## src/rtl/mem_access_ctrl_if.sv

```systemverilog
// Request/response handshake and word-addressed memory bus of mem_access_ctrl.
// slave = controller side, master = requester/memory side.
interface mem_access_ctrl_if #(
   parameter int unsigned DATA_WIDTH = 32
);
   logic                  req_valid_i;
   logic                  req_ready_o;
   logic                  req_we_i;
   logic [1:0]            req_size_i;
   logic                  req_sign_i;
   logic [DATA_WIDTH-1:0] req_addr_i;
   logic [DATA_WIDTH-1:0] req_wdata_i;
   logic                  resp_valid_o;
   logic                  resp_err_o;
   logic [DATA_WIDTH-1:0] resp_rdata_o;
   logic                  mem_we_o;
   logic [DATA_WIDTH-1:0] mem_addr_o;
   logic [DATA_WIDTH-1:0] mem_wdata_o;
   logic [DATA_WIDTH-1:0] mem_rdata_i;

   modport slave (
      input  req_valid_i, req_we_i, req_size_i, req_sign_i, req_addr_i, req_wdata_i, mem_rdata_i,
      output req_ready_o, resp_valid_o, resp_err_o, resp_rdata_o, mem_we_o, mem_addr_o, mem_wdata_o
   );

   modport master (
      output req_valid_i, req_we_i, req_size_i, req_sign_i, req_addr_i, req_wdata_i, mem_rdata_i,
      input  req_ready_o, resp_valid_o, resp_err_o, resp_rdata_o, mem_we_o, mem_addr_o, mem_wdata_o
   );
endinterface

```

## src/rtl/mem_access_ctrl.sv

```systemverilog
// Multicycle MIPS memory access controller: byte/half/word loads and stores with RMW.
// Optional macro MEM_ACCESS_STATS_EN adds saturating load/store/error counters.
module mem_access_ctrl #(
   parameter int unsigned           DATA_WIDTH = 32,
   parameter logic [DATA_WIDTH-1:0] RAM_BASE   = 32'h1000_0000,
   parameter int unsigned           READ_LAT   = 1
) (
   input logic              clk,
   input logic              reset,
   mem_access_ctrl_if.slave bus
`ifdef MEM_ACCESS_STATS_EN
   ,
   output logic [15:0]      rd_count_o,
   output logic [15:0]      wr_count_o,
   output logic [15:0]      err_count_o
`endif
);

   typedef enum logic [1:0] {IDLE, RD_WAIT, WR, RESP} state_t;

   localparam int unsigned CNT_W = (READ_LAT > 1) ? $clog2(READ_LAT) : 1;

   state_t                state, state_nxt;
   logic [CNT_W-1:0]      cnt;
   logic                  we_q, sign_q, err_q;
   logic [1:0]            size_q, lane_q;
   logic [DATA_WIDTH-1:0] wdata_q;
   logic                  accept, req_err, rd_done;
   logic [DATA_WIDTH-1:0] shifted, load_val, lane_mask, merge_val;

   assign accept  = bus.req_valid_i && (state == IDLE);
   assign rd_done = (cnt == '0);

   always_comb begin
      req_err = 1'b0;
      case (bus.req_size_i)
         2'b00:   req_err = 1'b0;
         2'b01:   req_err = bus.req_addr_i[0];
         2'b10:   req_err = |bus.req_addr_i[1:0];
         default: req_err = 1'b1;
      endcase
      if (bus.req_we_i && (bus.req_addr_i < RAM_BASE))
         req_err = 1'b1;
   end

   // Halves are always lane-aligned, so a byte-granular shift serves both sizes.
   always_comb begin
      shifted = bus.mem_rdata_i >> {lane_q, 3'b000};
      case (size_q)
         2'b00:   load_val = {{(DATA_WIDTH-8){sign_q & shifted[7]}}, shifted[7:0]};
         2'b01:   load_val = {{(DATA_WIDTH-16){sign_q & shifted[15]}}, shifted[15:0]};
         default: load_val = bus.mem_rdata_i;
      endcase
   end

   always_comb begin
      lane_mask = (size_q == 2'b00) ? DATA_WIDTH'(8'hFF) : DATA_WIDTH'(16'hFFFF);
      lane_mask = lane_mask << {lane_q, 3'b000};
      merge_val = (bus.mem_rdata_i & ~lane_mask) | ((wdata_q << {lane_q, 3'b000}) & lane_mask);
   end

   always_ff @(posedge clk or posedge reset) begin
      if (reset) state <= IDLE;
      else       state <= state_nxt;
   end

   always_comb begin
      state_nxt = state;
      case (state)
         IDLE: begin
            if (accept) begin
               if (req_err)                                       state_nxt = RESP;
               else if (bus.req_we_i && bus.req_size_i == 2'b10)  state_nxt = WR;
               else                                               state_nxt = RD_WAIT;
            end
         end
         RD_WAIT: if (rd_done) state_nxt = we_q ? WR : RESP;
         WR:      state_nxt = RESP;
         RESP:    state_nxt = IDLE;
         default: state_nxt = IDLE;
      endcase
   end

   always_comb begin
      bus.req_ready_o  = (state == IDLE) && !reset;
      bus.resp_valid_o = (state == RESP);
      bus.resp_err_o   = (state == RESP) && err_q;
      bus.mem_we_o     = (state == WR);
   end

   always_ff @(posedge clk or posedge reset) begin
      if (reset) begin
         cnt              <= '0;
         we_q             <= 1'b0;
         sign_q           <= 1'b0;
         err_q            <= 1'b0;
         size_q           <= '0;
         lane_q           <= '0;
         wdata_q          <= '0;
         bus.mem_addr_o   <= '0;
         bus.mem_wdata_o  <= '0;
         bus.resp_rdata_o <= '0;
      end else begin
         case (state)
            IDLE: begin
               if (accept) begin
                  we_q           <= bus.req_we_i;
                  sign_q         <= bus.req_sign_i;
                  err_q          <= req_err;
                  size_q         <= bus.req_size_i;
                  lane_q         <= bus.req_addr_i[1:0];
                  wdata_q        <= bus.req_wdata_i;
                  cnt            <= CNT_W'(READ_LAT - 1);
                  bus.mem_addr_o <= {bus.req_addr_i[DATA_WIDTH-1:2], 2'b00};
                  if (req_err)
                     bus.resp_rdata_o <= '0;
                  else if (bus.req_we_i && bus.req_size_i == 2'b10)
                     bus.mem_wdata_o <= bus.req_wdata_i;
               end
            end
            RD_WAIT: begin
               if (rd_done) begin
                  if (we_q) bus.mem_wdata_o  <= merge_val;
                  else      bus.resp_rdata_o <= load_val;
               end else begin
                  cnt <= cnt - 1'b1;
               end
            end
            WR:      bus.resp_rdata_o <= '0;
            default: ;
         endcase
      end
   end

`ifdef MEM_ACCESS_STATS_EN
   always_ff @(posedge clk or posedge reset) begin
      if (reset) begin
         rd_count_o  <= '0;
         wr_count_o  <= '0;
         err_count_o <= '0;
      end else if (state == RESP) begin
         if (err_q) begin
            if (err_count_o != '1) err_count_o <= err_count_o + 1'b1;
         end else if (we_q) begin
            if (wr_count_o != '1) wr_count_o <= wr_count_o + 1'b1;
         end else begin
            if (rd_count_o != '1) rd_count_o <= rd_count_o + 1'b1;
         end
      end
   end
`endif

endmodule

```

## src/flat_wrapper.sv

```systemverilog
// flat-port wrapper written by rule: the top's interface ports become plain ports
module mem_access_ctrl_flat 
#(
   parameter int unsigned           DATA_WIDTH = 32,
   parameter logic [DATA_WIDTH-1:0] RAM_BASE   = 32'h1000_0000,
   parameter int unsigned           READ_LAT   = 1
)
  (clk, reset, bus_req_valid_i, bus_req_we_i, bus_req_size_i, bus_req_sign_i, bus_req_addr_i, bus_req_wdata_i, bus_mem_rdata_i, bus_req_ready_o, bus_resp_valid_o, bus_resp_err_o, bus_resp_rdata_o, bus_mem_we_o, bus_mem_addr_o, bus_mem_wdata_o);
  mem_access_ctrl_if #(.DATA_WIDTH(DATA_WIDTH)) bus_i ();
  input logic clk;
  input logic reset;
  input wire logic [$bits(bus_i.req_valid_i)-1:0] bus_req_valid_i;
  input wire logic [$bits(bus_i.req_we_i)-1:0] bus_req_we_i;
  input wire logic [$bits(bus_i.req_size_i)-1:0] bus_req_size_i;
  input wire logic [$bits(bus_i.req_sign_i)-1:0] bus_req_sign_i;
  input wire logic [$bits(bus_i.req_addr_i)-1:0] bus_req_addr_i;
  input wire logic [$bits(bus_i.req_wdata_i)-1:0] bus_req_wdata_i;
  input wire logic [$bits(bus_i.mem_rdata_i)-1:0] bus_mem_rdata_i;
  output wire logic [$bits(bus_i.req_ready_o)-1:0] bus_req_ready_o;
  output wire logic [$bits(bus_i.resp_valid_o)-1:0] bus_resp_valid_o;
  output wire logic [$bits(bus_i.resp_err_o)-1:0] bus_resp_err_o;
  output wire logic [$bits(bus_i.resp_rdata_o)-1:0] bus_resp_rdata_o;
  output wire logic [$bits(bus_i.mem_we_o)-1:0] bus_mem_we_o;
  output wire logic [$bits(bus_i.mem_addr_o)-1:0] bus_mem_addr_o;
  output wire logic [$bits(bus_i.mem_wdata_o)-1:0] bus_mem_wdata_o;
  assign bus_i.req_valid_i = bus_req_valid_i;
  assign bus_i.req_we_i = bus_req_we_i;
  assign bus_i.req_size_i = bus_req_size_i;
  assign bus_i.req_sign_i = bus_req_sign_i;
  assign bus_i.req_addr_i = bus_req_addr_i;
  assign bus_i.req_wdata_i = bus_req_wdata_i;
  assign bus_i.mem_rdata_i = bus_mem_rdata_i;
  assign bus_req_ready_o = bus_i.req_ready_o;
  assign bus_resp_valid_o = bus_i.resp_valid_o;
  assign bus_resp_err_o = bus_i.resp_err_o;
  assign bus_resp_rdata_o = bus_i.resp_rdata_o;
  assign bus_mem_we_o = bus_i.mem_we_o;
  assign bus_mem_addr_o = bus_i.mem_addr_o;
  assign bus_mem_wdata_o = bus_i.mem_wdata_o;
  mem_access_ctrl #(.DATA_WIDTH(DATA_WIDTH), .RAM_BASE(RAM_BASE), .READ_LAT(READ_LAT)) u_core (.clk(clk), .reset(reset), .bus(bus_i));
endmodule
```

## config.mk

```make
export PLATFORM = sky130hd
export DESIGN_NAME = mem_access_ctrl_flat
export DESIGN_NICKNAME = d
export VERILOG_FILES = /design/src/rtl/mem_access_ctrl_if.sv /design/src/rtl/mem_access_ctrl.sv /design/src/flat_wrapper.sv
export SDC_FILE = /design/constraint.sdc
export NUM_CORES = 1
export LEC_CHECK = 0
export BUFFER_PORTS_ARGS = -buffer_cell sky130_fd_sc_hd__buf_2
export CAP_MARGIN = 20
export CORE_UTILIZATION = 26
export CTS_CLUSTER_DIAMETER = 40
export DETAILED_ROUTE_END_ITERATION = 10
export HOLD_SLACK_MARGIN = 0.05
export PLACE_DENSITY = 0.53
export SYNTH_ARGS = -nofsm -noshare
export SYNTH_HDL_FRONTEND = slang
export SYNTH_SLANG_ARGS = --single-unit
```

## constraint.sdc

```tcl
create_clock -name clk -period 4.4 [get_ports clk]
set_input_delay 0.66 -clock clk [delete_from_list [all_inputs] [get_ports clk]]
set_output_delay 0.66 -clock clk [all_outputs]
set_load 0.02 [all_outputs]
```

Word-level counts from Yosys, hierarchy flattened
Cells that the tools add are included.
{ "classes": {"addsub": 1, "magnitude_cmp": 1, "reduce_logical": 17, "n_eq_ne": 13, "shift": 3, "n_bitwise": 6, "mux": 24} }
{ "op_table": {"columns": ["op", "count"], "rows": [
  ["32-bit 2-to-1 mux", 9],
  ["32-bit one-hot mux with 2 select lines", 2],
  ["32-bit one-hot mux with 3 select lines", 1],
  ["32-bit bitwise AND", 2],
  ["32-bit by 5-bit << shifter with 32-bit output", 2],
  ["32-bit by 29-bit < comparator with 1-bit output (second input constant)", 1],
  ["32-bit NOT", 1],
  ["32-bit bitwise OR", 1],
  ["32-bit by 5-bit right shift with 16-bit output", 1],
  ["16-bit 2-to-1 mux", 1],
  ["2-bit 2-to-1 mux", 4],
  ["2-bit != test (second input constant)", 4],
  ["2-bit one-hot mux with 4 select lines", 1],
  ["2-bit by 1-bit equality test with 1-bit output (second input constant)", 3],
  ["2-bit equality test (second input constant)", 3],
  ["2-bit zero test", 3],
  ["2-bit by 1-bit != test with 1-bit output (second input constant)", 3],
  ["2-bit AND reduction", 3],
  ["6-bit AND reduction", 1],
  ["1-bit logical AND", 5],
  ["5-bit AND reduction", 1],
  ["1-bit 2-to-1 mux", 4],
  ["1-bit one-hot mux with 3 select lines", 1],
  ["3-bit nonzero test", 1],
  ["6 further kinds", 7]
]} }
{ "totals": {"ff_bits": 136, "out_inout_bits": 100, "in_bits": 103, "elab_cells": 76} }

Depth between registers and ports, before layout
{ "logic_depth": {"ltp_word": 9, "depth_mapped": 7, "mapped_depth_nobuf": 6} }

Least setup slack after synthesis
OpenSTA, ideal clock, no wires.
{ "synth_path": {"path_type": "input to register", "from": "input bus_req_size_i[0]", "to": "register u_core.bus.mem_wdata_o[23]", "path_slack_ps": 2369, "arrival_ps": 1906, "path_stages": 5, "cell_sequence": "nand3b_4 a2111oi_4 a41o_4 buf_6 mux2_2"} }
{ "synth_via": {"elab_chain_len": 5, "word_cells_on_any_way": 9, "classes_between": "eq/ne (4); mux (2); reduce/logical (3)"} }
{ "synth_lines": {"columns": ["item", "line_no", "source"], "rows": [
  ["from (decl)", "flat_wrapper.sv:14", "input wire logic [$bits(bus_i.req_size_i)-1:0] bus_req_size_i;"],
  ["2-bit equality test (tied with other cells)", "mem_access_ctrl.sv:36, mem_access_ctrl.sv:117", null],
  ["1-bit one-hot mux with 3 select lines", "mem_access_ctrl.sv:36", "case (bus.req_size_i)"],
  ["1-bit 2-to-1 mux", "mem_access_ctrl.sv:42", "if (bus.req_we_i && (bus.req_addr_i < RAM_BASE))"],
  ["2-bit != test (no source line)", null, null],
  ["6-bit AND reduction (no source line) *", null, null],
  ["to (signal assigned)", "mem_access_ctrl.sv:118", "bus.mem_wdata_o <= bus.req_wdata_i;"],
  ["to (signal assigned)", "mem_access_ctrl.sv:123", "if (we_q) bus.mem_wdata_o <= merge_val;"],
  ["to (decl)", "mem_access_ctrl_if.sv:23", "output req_ready_o, resp_valid_o, resp_err_o, resp_rdata_o, mem_we_o, mem_addr_o, mem_wdata_o"]
]} }
Every way passes the cells marked *; elsewhere a longest branch is shown, timed or not.
A chain may end at the register's enable or synchronous reset.

Worst setup path in the final report
{ "layout_path": {"from": "register u_core.state[1]", "to": "register u_core.bus.mem_wdata_o[0]"} }
{ "layout_via": {"elab_chain_len": 4, "word_cells_on_any_way": 11, "classes_between": "eq/ne (6); mux (1); reduce/logical (4)"} }
{ "layout_lines": {"columns": ["item", "line_no", "source"], "rows": [
  ["from (decl)", "mem_access_ctrl.sv:23", "state_t state, state_nxt;"],
  ["from (signal assigned)", "mem_access_ctrl.sv:64", "else state <= state_nxt;"],
  ["2-bit zero test", "mem_access_ctrl.sv:31, mem_access_ctrl.sv:104", null],
  ["1-bit logical AND", "mem_access_ctrl.sv:31", "assign accept = bus.req_valid_i && (state == IDLE);"],
  ["2-bit by 1-bit != test with 1-bit output (no source line)", null, null],
  ["6-bit AND reduction (no source line)", null, null]
]} }
Parallel ways exist; a longest one is shown, timed or not.

==> impl_metrics.ini <==
[sta]
worstMarginPinSlew_ns = 1.01
fmax_mhz = 360
rsz0062_at_grt = no
finalMaxSlewViolations = 0
setup_violations = 0
slew_headroom = 0.328
finalClockSkew_ns = 0.00678
period_minus_slack_ns = 2.78
hold_violations = 0
period_share = 0.631
fin_setup_tns_ns = 0

[pwr]
vdd_drop_max_mv = 0.302
power.internal_mw = 3.96
seqPwrFrac = 0.290
p_comb_frac = 0.491
clkPwrFrac = 0.218
powerDensity_mw_per_mm2 = 816
switching_share = 0.431
p_leak_nw = 4.05
p_sw_mw = 3.00

[critical_path]
path_max_fanout = 32
reg2reg_from = u_core.state[1]
endpoint_kind = flop
critical_path.max_stage_delay_ns = 0.62
timing.critical_path.cells = inv_1 > ha_2 > nand2b_1 > a41o_4 > mux2_1
crit_slowest_cell = ha_2
critPathKind = flop to flop
critPathArrivalTime_ns = 3.07
rr_worst_depth = 5
crit_required_ns = 4.70
startpoint = u_core.state[1]
startpoint_type = flop

[logic_synthesis]
synth.distinct_cells = 52
ys_seq_elements = 119
async_reset_ff_frac = 1.00
ys_warn_count = 0
yosys-top-cells-area = dfrtp_1 44%, mux2_2 9.8%, mux2i_1 5.8%, mux2_1 4.9%, inv_1 3.0%
synth-seq-area-share = 0.445
synth_top_area_frac = 0.445
synth.avg_cell_area_um2 = 10.7
netlist_area_mm2 = 0.00670
synth_edf_count = 0
synthFlopType = dfrtp_1
synth_top_area_cell = dfrtp_1
syn_inst = 627

[clocking]
clock_latency_ns = 0.42
cts_tree = yes
postCtsSetupRepairBufs = 0
clk_path_buf_depth = 2
hold_buffers = 0
cts_buffers = 17
cts_sinks = 119
cts_resized = 0
htree_levels = 4
clkSlewWorstSetupHoldPaths_ns = 0.06
cts_root_buf = clkbuf_16

[route]
drc = 0
wl_per_cell_um = 19.3
antenna_left = 0
drt_wl_total_um = 22100
drt_iter0_markers = 393
drt-pass1-iter-count = 5
via_count = 5513
viasPerCell = 4.83

[global_route]
grt_pass1_vias = 5448
grt_overflow = 0
grt_pass1_wl_um = 33600
antenna_found_initial = 2
grt_max_degree = 71
grtUsageTotal = 0.172

[die]
dieArea_mm2 = 0.0264
die_x_um = 162
core_mm2 = 0.0253
pin_count = 203
die_height_um = 162
num_rows = 58
initial_core_util = 0.265

[layout]
drive_gt1_frac = 0.384
nNetsFinal = 905
fillers = 2654
area_growth_pct = 27.5
multiInputGateArea_mm2 = 0.00323
final_cells = 1142
regArea_mm2 = 0.00298

[placed_design]
gp_congestion = 0.838
hpwl_um = 16500
dp_cells = 1107
port-buffer-count = 200

[run_status]
outcome = completed

[job]
max-cap-violations = 0

[hold_path]
hold_path.class = input port to async pin
## synthesized netlist by cell type (9+ instances only)
library cell  number
dfrtp_1          119
mux2_2            58
inv_1             53
mux2i_1           39
a21oi_1           37
nor2_1            35
mux2_1            29
nand2_1           28
o211ai_1          21
clkbuf_1          20
buf_2             18
o221ai_1          17
a32o_1            16
o2111ai_1         14
nand3_1           12
o21ai_0           11
a221oi_1           9
nand2b_1           9
## logic make-up after synthesis
group	after synthesis	synth area share
and+or+nand+nor	110	0.0826
other	1	0.000560
buffers and inverters	110	0.0742
muxes	127	0.208
DFF	119	0.445
adders and majority gates	5	0.00934
AOI/OAI and AO/OA	155	0.181
## worst max-delay path, delay by kind of cell, from the launching register on
family,cells,cell delay [ns]
mux,1,0.37
flops,1,0.42
compound gates,1,0.58
fa+ha+maj,1,0.62
simple gates,1,0.52
buf+inv,1,0.11
## cell usage in the layout, fill, tap and decap left out, types with 3 or more instances in the layout
cell type	n
buf_2	200
dfrtp_1	118
mux2_2	58
inv_1	52
mux2i_1	39
a21oi_1	37
nor2_1	35
mux2_1	29
nand2_1	27
o211ai_1	21
o221ai_1	17
clkbuf_16	17
a32o_1	16
o2111ai_1	14
nand3_1	12
o21ai_0	11
nand2b_1	9
a221oi_1	9
nor2b_1	7
nand3b_1	7
a221o_1	7
o21a_1	6
buf_4	6
ha_1	4
bufinv_16	4
a21o_1	3
clkbuf_8	3
clkinv_4	3
## routing by layer
layer | up-vias | routed length, µm | track usage
li1 | 2632 | - | -
met1 | 2680 | 10600 | 0.242
met2 | 179 | 9870 | 0.256
met3 | 22 | 1250 | 0.0415
met4 | 0 | 367 | 0.0540
met5 | - | 0 | 0
## path summary, 6_finish.rpt
| path | end | slack (ns) |
|---|---|---|
| worst max register to register | u_core.bus.mem_wdata_o[0] | 1.62 |
| worst min register to register | u_core.err_q | 0.48 |
| worst max-delay path | u_core.bus.mem_wdata_o[0] | 1.62 |
| min in group clk | u_core.bus.mem_addr_o[20] | 0.46 |
| max in group asynchronous | u_core.bus.mem_wdata_o[0] | 3.15 |
| worst min-delay path | u_core.bus.mem_addr_o[31] | 0.45 |
## registers in the layout, indices dropped and copies added (netlist names)
name and cells:
u_core.sign_q 1, u_core.err_q 1, u_core.bus.resp_rdata_o 32, u_core.bus.mem_addr_o 30
u_core.we_q 1, u_core.state 2, u_core.wdata_q 16, u_core.bus.mem_wdata_o 32
u_core.size_q 2, u_core.lane_q 2
## cell type report
class	instances	area share
Antenna cell	2	0.000586
Clock buffer	22	0.0556
Inverter	53	0.0236
Multi-Input combinational cell	399	0.378
Tap cell	330	0.0484
Timing Repair Buffer	207	0.125
Clock inverter	10	0.0196
Sequential cell	119	0.349
## metrics by stage
stage / util / power, mW / instance area [µm²] / hold slack (ns) / worst slack (ns)
after global routing: 0.338 / 7.44 / 8540 / 0.440 / 1.47
final: 0.338 / 6.97 / 8540 / 0.447 / 1.62
after floorplan: - / 4.52 / 6700 / 0.442 / 0.583
after detailed placement: 0.312 / 5.47 / 7880 / 0.469 / 1.65
after CTS: 0.337 / 7.03 / 8520 / 0.437 / 1.64
after global placement: 0.312 / 5.43 / 7880 / 0.465 / 1.72
## power by group through the flow
stage | Combinational (mW) | Clock [mW] | Sequential [mW]
floorplan | 2.14 | 0 | 2.38
finish | 3.42 | 1.52 | 2.02
CTS | 3.44 | 1.57 | 2.02
detailed placement | 3.43 | 0 | 2.04
global placement | 3.40 | 0 | 2.03
global route | 3.73 | 1.61 | 2.10
Power figures use the tool's default switching activity.
